`src/rtl/npc_gen_pkg.sv`:
```
`default_nettype none
// ============================================================================
//  Module      : npc_gen_pkg
//  Description : Shared types and widths for the next-PC generator.
//  Revision    : 1.0 - initial release
// ============================================================================
package npc_gen_pkg;

    // Architectural register / address width of the core
    localparam int MXLEN = 32;

    // Next-PC generator control state
    typedef enum logic [0:0] {
        NPC_BOOT = 1'b0,
        NPC_RUN  = 1'b1
    } npc_state_e;

endpackage : npc_gen_pkg
`default_nettype wire

```
`src/rtl/npc_seq_inc.sv`:
```
`default_nettype none
// ============================================================================
//  Module      : npc_seq_inc
//  Description : Combinational sequential-fetch incrementer. Aligns the PC
//                down to the fetch block and steps to the next block, wrapping
//                modulo 2**MXLEN.
//  Revision    : 1.0 - initial release
// ============================================================================
module npc_seq_inc
    import npc_gen_pkg::*;
#(
    parameter int FETCH_BYTES = 16
) (
    input  logic [MXLEN-1:0] i_pc,
    output logic [MXLEN-1:0] o_pc_nxt
);

    localparam logic [MXLEN-1:0] c_blk_bytes = MXLEN'(FETCH_BYTES);
    localparam logic [MXLEN-1:0] c_blk_mask  = ~(c_blk_bytes - MXLEN'(1));

    // A misaligned PC lands on the start of the following block
    assign o_pc_nxt = (i_pc & c_blk_mask) + c_blk_bytes;

endmodule : npc_seq_inc
`default_nettype wire

```
`src/rtl/npc_gen.sv`:
```
`default_nettype none
// ============================================================================
//  Module      : npc_gen
//  Description : Next-PC generator at the head of the IFU. Holds the fetch PC,
//                issues one valid/ready request per cycle to IF0, follows
//                redirects with an epoch bump and a one-cycle flush pulse, and
//                counts accepted redirects (saturating).
//  Revision    : 1.0 - initial release
// ============================================================================
module npc_gen
    import npc_gen_pkg::*;
#(
    parameter logic [MXLEN-1:0] RESET_VEC   = 32'h8000_0000,
    parameter int               FETCH_BYTES = 16,
    parameter int               EPOCH_W     = 2,
    parameter int               BOOT_CYC    = 2
) (
    input  logic               i_clk,
    input  logic               i_rst_n,
    input  logic [MXLEN-1:0]   i_pcRedirect_npcGen_npc,
    input  logic               i_pcRedirect_npcGen_redirect_valid,
    input  logic               i_if0_npcGen_ready,
    output logic [MXLEN-1:0]   o_npcGen_if0_pc,
    output logic               o_npcGen_if0_valid,
    output logic [EPOCH_W-1:0] o_npcGen_if0_epoch,
    output logic               o_npcGen_flush,
    output logic [31:0]        o_npcGen_redirect_cnt
);

    localparam int                c_boot_w    = (BOOT_CYC > 1) ? $clog2(BOOT_CYC) : 1;
    localparam logic [c_boot_w-1:0] c_boot_last = c_boot_w'(BOOT_CYC - 1);
    localparam logic [31:0]       c_cnt_max   = 32'hFFFF_FFFF;

    npc_state_e          r_state;
    npc_state_e          w_state_nxt;
    logic [c_boot_w-1:0] r_boot_cnt;
    logic [c_boot_w-1:0] w_boot_cnt_nxt;
    logic [MXLEN-1:0]    r_pc;
    logic [MXLEN-1:0]    w_pc_nxt;
    logic                r_valid;
    logic                w_valid_nxt;
    logic [EPOCH_W-1:0]  r_epoch;
    logic [EPOCH_W-1:0]  w_epoch_nxt;
    logic                r_flush;
    logic                w_flush_nxt;
    logic [31:0]         r_redir_cnt;
    logic [31:0]         w_redir_cnt_nxt;

    logic [MXLEN-1:0]    w_pc_seq;
    logic [MXLEN-1:0]    w_redir_pc;
    logic                w_redir;
    logic                w_boot_done;

    assign w_redir     = i_pcRedirect_npcGen_redirect_valid;
    // Redirect targets are forced to 2-byte alignment
    assign w_redir_pc  = i_pcRedirect_npcGen_npc & ~MXLEN'(1);
    assign w_boot_done = (r_boot_cnt == c_boot_last);

    npc_seq_inc #(
        .FETCH_BYTES (FETCH_BYTES)
    ) u_seq_inc (
        .i_pc     (r_pc),
        .o_pc_nxt (w_pc_seq)
    );

    // State register
    always_ff @(posedge i_clk or negedge i_rst_n) begin
        if (!i_rst_n) begin
            r_state <= NPC_BOOT;
        end else begin
            r_state <= w_state_nxt;
        end
    end

    // Next state: leave BOOT when the idle window ends or a redirect arrives
    always_comb begin
        w_state_nxt = r_state;
        case (r_state)
            NPC_BOOT: if (w_redir || w_boot_done) w_state_nxt = NPC_RUN;
            NPC_RUN:  w_state_nxt = NPC_RUN;
            default:  w_state_nxt = NPC_BOOT;
        endcase
    end

    // Next datapath values; redirect wins over boot timing and handshake
    always_comb begin
        w_pc_nxt        = r_pc;
        w_valid_nxt     = r_valid;
        w_epoch_nxt     = r_epoch;
        w_flush_nxt     = 1'b0;
        w_redir_cnt_nxt = r_redir_cnt;
        w_boot_cnt_nxt  = r_boot_cnt;
        if (w_redir) begin
            w_pc_nxt    = w_redir_pc;
            w_valid_nxt = 1'b1;
            w_epoch_nxt = r_epoch + EPOCH_W'(1);
            w_flush_nxt = 1'b1;
            if (r_redir_cnt != c_cnt_max) begin
                w_redir_cnt_nxt = r_redir_cnt + 32'd1;
            end
        end else begin
            case (r_state)
                NPC_BOOT: begin
                    if (w_boot_done) begin
                        w_valid_nxt = 1'b1;
                        w_pc_nxt    = RESET_VEC;
                    end else begin
                        w_boot_cnt_nxt = r_boot_cnt + c_boot_w'(1);
                    end
                end
                NPC_RUN: begin
                    // A stalled request (valid & !ready) holds everything
                    if (r_valid && i_if0_npcGen_ready) begin
                        w_pc_nxt = w_pc_seq;
                    end
                end
                default: ;
            endcase
        end
    end

    // Datapath and perf-counter registers
    always_ff @(posedge i_clk or negedge i_rst_n) begin
        if (!i_rst_n) begin
            r_boot_cnt  <= '0;
            r_pc        <= RESET_VEC;
            r_valid     <= 1'b0;
            r_epoch     <= '0;
            r_flush     <= 1'b0;
            r_redir_cnt <= '0;
        end else begin
            r_boot_cnt  <= w_boot_cnt_nxt;
            r_pc        <= w_pc_nxt;
            r_valid     <= w_valid_nxt;
            r_epoch     <= w_epoch_nxt;
            r_flush     <= w_flush_nxt;
            r_redir_cnt <= w_redir_cnt_nxt;
        end
    end

    assign o_npcGen_if0_pc       = r_pc;
    assign o_npcGen_if0_valid    = r_valid;
    assign o_npcGen_if0_epoch    = r_epoch;
    assign o_npcGen_flush        = r_flush;
    assign o_npcGen_redirect_cnt = r_redir_cnt;

endmodule : npc_gen
`default_nettype wire

```
`config.mk`:
```
export PLATFORM = sky130hd
export DESIGN_NAME = npc_gen
export DESIGN_NICKNAME = d
export VERILOG_FILES = /design/src/rtl/npc_gen_pkg.sv /design/src/rtl/npc_seq_inc.sv /design/src/rtl/npc_gen.sv
export SDC_FILE = /design/constraint.sdc
export NUM_CORES = 1
export LEC_CHECK = 0
export CORE_UTILIZATION = 48
export DETAILED_ROUTE_END_ITERATION = 10
export PLACE_DENSITY = 0.8
export SYNTH_ARGS = -nofsm -noshare
export SYNTH_HDL_FRONTEND = slang
export SYNTH_HIERARCHICAL = 1
export SYNTH_SLANG_ARGS = --single-unit
```
`constraint.sdc`:
```
create_clock -name i_clk -period 2.8 [get_ports i_clk]
set_input_delay 0.42 -clock i_clk [delete_from_list [all_inputs] [get_ports i_clk]]
set_output_delay 0.42 -clock i_clk [all_outputs]
set_load 0.03 [all_outputs]
```
==> flow_summary.ini <==
[timing]
finalHoldViolCount = 0
slew_viol_final = 0
rsz0062_at_grt = false
clock.fmax_mhz = 438
relSlewSlack = 0.562
setup_slack_ns = 0.517
post-route-period-util = 0.815
fin_skew_ns = 0.0117
tns_ns = 0
worstMarginPinSlew_ns = 0.657
min_period_ns = 2.28
setup_viol = 0

[clock_network]
cts_root_buf = clkbuf_8
cts-buffers-inserted = 9
hold_buffers = 0
clk_path_buf_depth = 2
clk_latency_ns = 0.35
clk_pin_slew_ns = 0.08
cts_tree = built
clock_sinks = 70
post_cts_buffers = 0
htreeDepth = 3
cts_resized = 0

[placement]
place.gp.congestion = 0.821
portBuffers = 102
place_ws_ns = 0.539
dpl.hpwl_um = 6280

[route]
ant_nets = 0
drc = 0
drt-pass1-iter-count = 6
wl_per_cell_um = 15.2
drt_iter0_drc = 132
routed_via_density = 5.61
wirelength_um = 9020
num_vias = 3322

[power_and_ir_drop]
finalPower_uw = 3040
p_leak_uw = 0.00200
powerDensity_nw_per_um2 = 603
vdd_drop_max_mv = 0.334

[global_route]
antenna_found_initial = 0
grtUsageTotal = 0.234
grt_start_max_net_pins = 65
gr-total-overflow = 0
grt_pass1_wl_um = 15500
first_global_vias = 3255

[yosys]
synth-seq-cells = 70
synth-async-reset-ratio = 1.00
synth_edf_count = 0
syn_area_per_cell_sq_um = 9.56
synth_cell_types = 40
synthFlopType = dfrtp_1
synth_area_sq_um = 3740
yosys_warnings = 6
netlist_instances = 391
seq_area_frac_synth = 0.469

[worst_setup_path]
cp-end-kind = register
r2r_setup_slack_ns = 0.52
arrival_ns = 2.52
required_ns = 3.04
critPathKind = reg -> reg
start_kind = register
worstPathMaxFanout = 5

[cells_and_area]
fin_nets = 526
syn_to_final_growth_pct = 34.7
drive_gt1_frac = 0.0690
fillers = 595
insertedDiodeCount = 0

[floorplanning]
start_util = 0.505
die_x_um = 90.3
die_y_um = 90.3
coreArea_sq_um = 7410
pin_count = 104
row_count = 31
die_area_sq_um = 8150

[worst_hold_path]
worstHoldPathType = in -> async

[status]
status = finished clean

[flow_run]
drv_cap = 0
[where the power goes]
part / switching, uW / leakage, uW / internal (uW) / total [uW]
clock: 407 / 0.0000914 / 412 / 819
combinational: 481 / 0.00102 / 400 / 882
sequential: 197 / 0.000883 / 1140 / 1330
[layout make-up]
class | instances | area (sq um) | area share
Multi-Input combinational cell | 290 | 1860 | 0.370
Sequential cell | 70 | 1750 | 0.348
Timing Repair Buffer | 107 | 1060 | 0.211
Clock buffer | 9 | 124 | 0.0246
Tap cell | 99 | 124 | 0.0246
Clock inverter | 7 | 75.1 | 0.0149
Inverter | 10 | 37.5 | 0.00745
[cells in the final DEF, fill, tap and decap left out, types with 5 or more instances in the layout]
cell	instances
nor3_1	10
and3_1	8
and4_1	5
inv_1	10
nor2_1	12
nand3_1	27
a22oi_1	29
xor2_1	15
nand2_1	47
o21ai_0	33
clkdlybuf4s50_1	100
xnor2_1	42
nand4_1	24
clkbuf_8	9
dfrtp_1	69
[kinds of logic after synthesis]
group,synth area share
adders and majority gates,0.00669
DFF,0.469
other,0.00100
xor gates and xnor gates,0.133
AOI/OAI and AO/OA,0.127
muxes,0.00401
and+or+nand+nor,0.217
buffers and inverters,0.0415
[critical path: stages, from the launching register on]
cell and delay [ns]:
dfrtp_1 0.45, ha_1 0.26, and4_1 0.29, nand2_1 0.14, or4_4 0.52, o21a_1 0.22, mux2_4 0.30
[sequential cells by signal (all words and copies together), names as in the netlist]
name	cells
o_npcGen_if0_pc	32
r_state	1
o_npcGen_if0_valid	1
r_boot_cnt	1
o_npcGen_if0_epoch	2
o_npcGen_redirect_cnt	32
o_npcGen_flush	1
[layer usage]
| layer | track usage | part of all wire | vias to the layer above |
|---|---|---|---|
| li1 | - | - | 1584 |
| met1 | 0.291 | 0.43 | 1609 |
| met3 | 0.0699 | 0.065 | 20 |
| met5 | 0 | 0 | - |
| met2 | 0.384 | 0.49 | 109 |
| met4 | 0.0901 | 0.023 | 0 |
[synth_stat cells, types with 2 or more instances]
cell,instances,share of area
a21oi_1,2,0.0027
a22oi_1,29,0.058
and2_1,2,0.0033
and3_1,8,0.013
and4_1,5,0.012
buf_4,5,0.010
clkbuf_1,17,0.017
dfrtp_1,69,0.46
ha_1,2,0.0067
inv_1,10,0.010
nand2_1,47,0.047
nand3_1,27,0.036
nand4_1,24,0.040
nand4_2,2,0.0067
nor2_1,12,0.012
nor2b_1,2,0.0033
nor3_1,10,0.013
nor4_1,3,0.0050
o211ai_1,3,0.0060
o21a_1,2,0.0040
o21ai_0,33,0.044
or3_1,4,0.0067
xnor2_1,42,0.098
xor2_1,15,0.035
[stage by stage]
stage / area, sq um / cells / hold WS [ns] / util
2_1_floorplan: 3750 / 394 / 0.124 / -
3_3_place_gp: 4840 / 576 / 0.455 / 0.653
4_1_cts: 5040 / 592 / 0.108 / 0.680
3_5_place_dp: 4840 / 576 / 0.469 / 0.653
5_1_grt: 5040 / 592 / 0.138 / 0.680
6_report: 5040 / 592 / 0.0917 / 0.680
[path summary, 6_finish.rpt]
kind                       cells after the start                          startpoint                  endpoint
setup reg to reg                               6            o_npcGen_redirect_cnt[1]  o_npcGen_redirect_cnt[1]
hold / removal                                 1                             i_rst_n     o_npcGen_if0_epoch[0]
min in group i_clk                             1  i_pcRedirect_npcGen_redirect_valid            o_npcGen_flush
hold reg to reg                                1                          r_boot_cnt                   r_state
max in group asynchronous                      2                             i_rst_n       o_npcGen_if0_pc[30]
setup / recovery                               6            o_npcGen_redirect_cnt[1]  o_npcGen_redirect_cnt[1]
Note: power is estimated with default switching activity, not from simulation.
